$ cat config.mk
export PLATFORM = sky130hd
export DESIGN_NAME = seg_display_mux
export DESIGN_NICKNAME = d
export VERILOG_FILES = /design/src/rtl/seg_display_mux.sv
export SDC_FILE = /design/constraint.sdc
export NUM_CORES = 1
export LEC_CHECK = 0
export ABC_CLOCK_PERIOD_IN_PS = 2300
export CORE_ASPECT_RATIO = 1.5
export CORE_MARGIN = 2
export CORE_UTILIZATION = 42
export CTS_BUF_LIST = sky130_fd_sc_hd__clkbuf_4
export CTS_CLUSTER_SIZE = 14
export DETAILED_ROUTE_END_ITERATION = 7
export HOLD_SLACK_MARGIN = 0.03
export SKIP_LAST_GASP = 1
export SLEW_MARGIN = 15
export SYNTH_ARGS = -nofsm -noshare
export SYNTH_HDL_FRONTEND = slang
export SYNTH_SLANG_ARGS = --single-unit
$ cat constraint.sdc
create_clock -name clk -period 2.3 [get_ports clk]
set_clock_uncertainty 0.1 [all_clocks]
set_input_delay 0.46 -clock clk [delete_from_list [all_inputs] [get_ports clk]]
set_output_delay 0.46 -clock clk [all_outputs]
set_load 0.02 [all_outputs]
$ cat src/rtl/seg_display_mux.sv
// seg_display_mux: time-multiplexed driver for a 4-digit common-anode
// seven-segment display fed by a BCD stopwatch counter.
//
// Each digit is driven for REFRESH_DIV clk cycles. The four BCD inputs and
// the decimal-point enables are captured in a snapshot once per frame, at
// the moment the digit index wraps from 3 back to 0. A frame therefore never
// shows a mix of old and new digits. an, seg, dp and frame_tick are all
// registered.
//
// Optional feature: define LEADING_ZERO_BLANK_EN to blank leading zeros in
// digits 3..1. Digit 0 is never blanked. A blanked slot drives an = 4'b1111.
// Without the macro, no blanking logic is built.
module seg_display_mux #(
  parameter int REFRESH_DIV = 100000
) (
  input  logic       clk,
  input  logic       reset_n,
  input  logic [3:0] reg_d0,
  input  logic [3:0] reg_d1,
  input  logic [3:0] reg_d2,
  input  logic [3:0] reg_d3,
  input  logic [3:0] dp_en,
  output logic [3:0] an,
  output logic [6:0] seg,
  output logic       dp,
  output logic       frame_tick
);

  localparam int CW = (REFRESH_DIV > 1) ? $clog2(REFRESH_DIV) : 1;
  localparam logic [CW-1:0] CNT_LAST = CW'(REFRESH_DIV - 1);

  logic [CW-1:0] refresh_cnt;
  logic [1:0]    digit_idx;
  logic [3:0]    snap_d0;
  logic [3:0]    snap_d1;
  logic [3:0]    snap_d2;
  logic [3:0]    snap_d3;
  logic [3:0]    snap_dp;

  logic          cnt_last;
  logic          frame_wrap;
  logic [3:0]    cur_digit;
  logic          cur_dp;
  logic          digit_blank;
  logic [6:0]    cur_seg;

  // The slot ends on the last refresh count. The frame ends when the last
  // slot of digit 3 ends.
  assign cnt_last   = (refresh_cnt == CNT_LAST);
  assign frame_wrap = cnt_last && (digit_idx == 2'd3);

  // Refresh counter: counts 0..REFRESH_DIV-1, then wraps to 0.
  always_ff @(posedge clk or negedge reset_n) begin
    if (!reset_n) begin
      refresh_cnt <= '0;
    end else if (cnt_last) begin
      refresh_cnt <= '0;
    end else begin
      refresh_cnt <= refresh_cnt + 1'b1;
    end
  end

  // Digit index: advances once per slot and wraps naturally from 3 to 0.
  always_ff @(posedge clk or negedge reset_n) begin
    if (!reset_n) begin
      digit_idx <= 2'd0;
    end else if (cnt_last) begin
      digit_idx <= digit_idx + 2'd1;
    end
  end

  // Snapshot: captured only at a frame boundary. frame_tick is high during
  // the first cycle in which the new snapshot is visible.
  always_ff @(posedge clk or negedge reset_n) begin
    if (!reset_n) begin
      snap_d0    <= 4'd0;
      snap_d1    <= 4'd0;
      snap_d2    <= 4'd0;
      snap_d3    <= 4'd0;
      snap_dp    <= 4'd0;
      frame_tick <= 1'b0;
    end else begin
      frame_tick <= frame_wrap;
      if (frame_wrap) begin
        snap_d0 <= reg_d0;
        snap_d1 <= reg_d1;
        snap_d2 <= reg_d2;
        snap_d3 <= reg_d3;
        snap_dp <= dp_en;
      end
    end
  end

  // Select the snapshot digit and decimal-point enable for the current index.
  always_comb begin
    cur_digit = snap_d0;
    cur_dp    = snap_dp[0];
    case (digit_idx)
      2'd0: begin cur_digit = snap_d0; cur_dp = snap_dp[0]; end
      2'd1: begin cur_digit = snap_d1; cur_dp = snap_dp[1]; end
      2'd2: begin cur_digit = snap_d2; cur_dp = snap_dp[2]; end
      2'd3: begin cur_digit = snap_d3; cur_dp = snap_dp[3]; end
      default: begin cur_digit = snap_d0; cur_dp = snap_dp[0]; end
    endcase
  end

  // Decode BCD to active-low {g,f,e,d,c,b,a}. Non-BCD values show a dash.
  always_comb begin
    cur_seg = 7'h3F;
    case (cur_digit)
      4'd0: cur_seg = 7'h40;
      4'd1: cur_seg = 7'h79;
      4'd2: cur_seg = 7'h24;
      4'd3: cur_seg = 7'h30;
      4'd4: cur_seg = 7'h19;
      4'd5: cur_seg = 7'h12;
      4'd6: cur_seg = 7'h02;
      4'd7: cur_seg = 7'h78;
      4'd8: cur_seg = 7'h00;
      4'd9: cur_seg = 7'h10;
      default: cur_seg = 7'h3F;
    endcase
  end

`ifdef LEADING_ZERO_BLANK_EN
  logic lz3;
  logic lz2;
  logic lz1;

  // A digit counts as a leading zero when it and every digit to its left
  // are zero.
  assign lz3 = (snap_d3 == 4'd0);
  assign lz2 = lz3 && (snap_d2 == 4'd0);
  assign lz1 = lz2 && (snap_d1 == 4'd0);

  // Blank the current slot if it holds a leading zero. Digit 0 always shows.
  always_comb begin
    digit_blank = 1'b0;
    case (digit_idx)
      2'd1:    digit_blank = lz1;
      2'd2:    digit_blank = lz2;
      2'd3:    digit_blank = lz3;
      default: digit_blank = 1'b0;
    endcase
  end
`else
  assign digit_blank = 1'b0;
`endif

  // Output registers: one cycle behind the index and snapshot.
  always_ff @(posedge clk or negedge reset_n) begin
    if (!reset_n) begin
      an  <= 4'b1111;
      seg <= 7'h7F;
      dp  <= 1'b1;
    end else begin
      an  <= digit_blank ? 4'b1111 : ~(4'b0001 << digit_idx);
      seg <= cur_seg;
      dp  <= ~cur_dp;
    end
  end

endmodule

Word level (Yosys, flattened, before mapping). Memory sizes are Yosys's and may differ from the RTL's. A register that Yosys moved wholly into a read port is not among the register bits. Cells that the tools add are included. W data, S select, Z words.

Add/subtract/negate cells: 2. Equal/unequal tests: 4. Shift operators: 1. Mux-type cells: 3. Bitwise gates (word level): 2. Reductions and logical operators: 3.

Operators with widths (count): $add A17 B1 Y17 const B (1); $eq A17 B17 Y1 const B (1); $mux W17 (1); $pmux W4 S4 (1); $eq A2 B2 Y1 const B (2); $not A4 Y4 (1); $pmux W1 S4 (1); $shl A1 B2 Y4 const A (1); $add A2 B1 Y2 const B (1); $eq A2 B1 Y1 const B (1); $logic_not A2 Y1 (1); $logic_and A1 B1 Y1 (1); $logic_not A1 Y1 (1); $not A1 Y1 (1).

Register bits: 45. Bits in read-only memories: 112. Input port bits: 22. Memories: 1.

Memory list: (no name shown) (depth 16, bits a word 7, rd ports 1, clocked after Yosys merged registers in 1, write ports 0, line 110) `case (cur_digit)`.

Longest topological paths before layout.
Word-level depth: 3. Gate-level depth with buffers: 8.

Worst setup path after synthesis. No wires, ideal clock.

Kind: register -> register. From: register refresh_cnt[0]. To: register snap_d0[0]. Library setup time: 0.125 ns. Arrival: 1.731 ns. Required time: 2.075 ns. Setup slack: 0.344 ns. Cell stages (with the launch flop): 8. Cells stage by stage: dfrtp_1 ha_1 and4_1 buf_6 nand2_4 nor4_4 buf_6 mux2_2.

Cells in the longest elaborated chain, start to end: 2.

Ends and longest elaborated chain: start, declared (line 32) `logic [CW-1:0] refresh_cnt;`; start signal, assigned (line 59) `refresh_cnt <= refresh_cnt + 1'b1;`; $eq A17 B17 Y1 (line 49) `assign cnt_last = (refresh_cnt == CNT_LAST);`; $logic_and A1 B1 Y1 (line 50) `assign frame_wrap = cnt_last && (digit_idx == 2'd3);`; end signal, assigned (line 85) `snap_d0 <= reg_d0;`; end, declared (line 34) `logic [3:0] snap_d0;`.

No other way between the ends. A chain may end at the register's enable or synchronous reset.

Final worst setup path.
From: register digit_idx[0]. To: register seg[3].

Cells in the longest elaborated chain, start to end: 2. Elaborated cells between the ends (all ways): 5. Classes of those cells: eq/ne (3); mux (1); reduce/logical (1).

Ends and longest elaborated chain: start, declared (line 33) `logic [1:0] digit_idx;`; start signal, assigned (line 68) `digit_idx <= digit_idx + 2'd1;`; $eq A2 B2 Y1, or another cell as far along (line 98) `case (digit_idx)`; $pmux W4 S4 * (line 98); end, declared (line 24) `output logic [6:0] seg,`.

Every way passes the cells marked *; elsewhere a longest branch is shown, timed or not.

==> flow_summary.json <==
{
  "outcome": "finished clean",
  "ys_warn_count": 0,
  "ios": 35,
  "synth_area_um2": 2330,
  "syn_to_final_growth_pct": 22.4,
  "peakVddDrop_uv": 318,
  "slew_headroom_pct": 69.4,
  "port-buffer-count": 34,
  "synth_seq_cells": 52,
  "maxCapViolations": 0,
  "clk_pin_slew_ns": 0.15,
  "cts_buffers": 5,
  "layout-drive-gt1-share_pct": 22.7,
  "max_freq_mhz": 471,
  "powerDensity_nw_per_um2": 482,
  "via_count": 1501,
  "path_class": "register to register",
  "max_slew.worst_pin.slew_ns": 0.459,
  "grt_max_degree": 53,
  "coreArea_um2": 5410,
  "root_buffer": "clkbuf_4",
  "die_h_um": 95.3,
  "worst_ep_arrival_time_ns": 2.31,
  "clk_path_buf_depth": 2,
  "routed_wirelength_mm": 4.23,
  "routed_via_density": 4.95,
  "finalSetupViolCount": 0,
  "dp_hpwl_mm": 3.07,
  "tns_ns": 0,
  "pre_cts_ws_ns": 0.0704,
  "syn_inst": 189,
  "rows": 33,
  "power_leakage_nw": 1.26,
  "grtUsageTotal_pct": 15.1,
  "firstDrtPassIters": 5,
  "yosysUniqueCellTypes": 34,
  "drv_slew": 0,
  "route.detailed.drc": 0,
  "final_cell_mix": "dfrtp_1, clkdlybuf4s50_1, mux2_2",
  "reg2reg_to": "seg[3]",
  "initial_utilization_pct": 43.1,
  "busiest_layer": "met2",
  "worstSetupEndpointType": "register",
  "layout_commonest_cell": "dfrtp_1",
  "dp_cells": 294,
  "gr-total-overflow": 0,
  "drtIter0Drc": 66,
  "use_met1_pct": 17.3,
  "finalHoldViolCount": 0,
  "insertion_delay_ns": 0.36,
  "cts_sinks": 52,
  "cts_tree": "done",
  "min_to": "dp",
  "antenna_cells": 0,
  "crit_required_ns": 2.48,
  "htreeDepth": 2,
  "stdcell_area_um2": 2860,
  "worstHoldStart": "snap_dp[0]",
  "met3_usage_pct": 3.19,
  "synthArstFlopShare_pct": 100,
  "grt_pass1_wl_mm": 7.11,
  "synthFlopType": "dfrtp_1",
  "whs_path_depth": 1,
  "grt_pass1_vias": 1501,
  "rr_worst_depth": 7,
  "antenna_left": 0,
  "synth_edf_count": 0,
  "die-area_um2": 6180,
  "worst_slack_ns": 0.176,
  "syn-num-nets": 220,
  "cp-startpoint": "digit_idx[0]",
  "hp-class": "register to register",
  "place_area_um2": 2780,
  "cp-start-kind": "register",
  "synth_area_per_cell_um2": 12.3,
  "wl_per_cell_um": 14.0,
  "place.gp.congestion": 0.787,
  "worstReg2RegStart": "digit_idx[0]",
  "fin_nets": 263,
  "ys_seq_area_share_pct": 56.4,
  "antenna_found_initial": 0,
  "critPathMaxFanout": 6,
  "use_met2_pct": 27.6,
  "fin_crit_sh_pct": 92.3,
  "finalNonFillerCells": 303,
  "rsz0062_at_grt": "no",
  "fp.dieW_um": 64.9,
  "r2r_slack_ns": 0.18,
  "period_needed_ns": 2.12
}
metal layers:
layer / vias up / part of all wire [%]
li1: 744 / -
met1: 726 / 43
met2: 27 / 53
met3: 4 / 2.9
met4: 0 / 1.1
met5: - / 0
synth_stat cells (all sizes together), types with 2 or more instances:
cell	instances	share of area [%]
dfstp	12	14
mux2	22	11
nand2b	3	0.80
ha	9	4.8
nor2	10	1.6
xnor2	10	3.8
nand4	5	1.3
a222oi	5	2.1
o21ai	4	0.86
nand2	13	2.4
xor2	4	1.5
nor2b	4	1.1
a21oi	7	1.5
nor3	6	1.3
inv	12	1.9
dfrtp	40	43
buf	4	1.7
nand3	5	1.1
nor4	2	1.2
sequential cells by signal, summed over array words and instances, names as in the netlist:
| signal | count |
|---|---|
| an | 4 |
| digit_idx | 2 |
| dp | 1 |
| frame_tick | 1 |
| refresh_cnt | 17 |
| seg | 7 |
| snap_d0 | 4 |
| snap_d1 | 4 |
| snap_d2 | 4 |
| snap_d3 | 4 |
| snap_dp | 4 |
critical path: stages (launching register included):
cell and delay [ns]:
dfrtp_1 0.40, inv_1 0.10, ha_1 0.28, a222oi_1 0.44, a21oi_2 0.15, inv_1 0.11, ha_1 0.25, o221ai_1 0.21
metrics by stage:
step | util [%] | power, W | hold slack (ns)
after floorplan | - | 0.000932 | 0.0644
after global placement | 51.4 | 0.000990 | 0.301
after detailed placement | 51.4 | 0.000990 | 0.315
after CTS | 52.6 | 0.00140 | 0.328
after global routing | 52.8 | 0.00144 | 0.355
final | 52.8 | 0.00138 | 0.318
worst max-delay path by stage:
stage                  to  slack (ns)  cells after the start
2_1_floorplan  snap_d0[0]        0.34                      7
3_3_place_gp       seg[3]        0.15                      7
3_5_place_dp       seg[3]        0.07                      7
4_1_cts            seg[3]        0.02                      7
5_1_grt            seg[3]       0.003                      7
6_report           seg[3]        0.18                      7
layout make-up:
type / count / area (µm²)
Clock buffer: 6 / 45.0
Clock inverter: 2 / 12.5
Fill cell: 464 / 2550
Inverter: 12 / 45.0
Multi-Input combinational cell: 121 / 941
Sequential cell: 52 / 1320
Tap cell: 70 / 87.6
Timing Repair Buffer: 40 / 408
report_power, final:
part	switching, W	total [W]	internal [W]
registers	0	0.000916	0.000916
logic	0.0000221	0.0000570	0.0000349
clock network	0.000273	0.000404	0.000131
cells by family after synthesis:
family                   synth area share, %
adder cells (fa/ha/maj)                 4.83
AO/OA/AOI/OAI                           6.17
XOR/XNOR                                5.25
flip-flops                              56.4
buffers and inverters                   3.59
AND/OR/NAND/NOR                         12.7
multiplexers                            11.0
repair_timing:
action | 4_1_cts | 5_1_grt
resized for setup | 0 | 3
endpoints found under the setup margin | 0 | 4
hold endpoints to repair | 40 | 0
setup buffers | 0 | 0
hold buffers | 1 | 0
(Power assumes the default switching activity.)
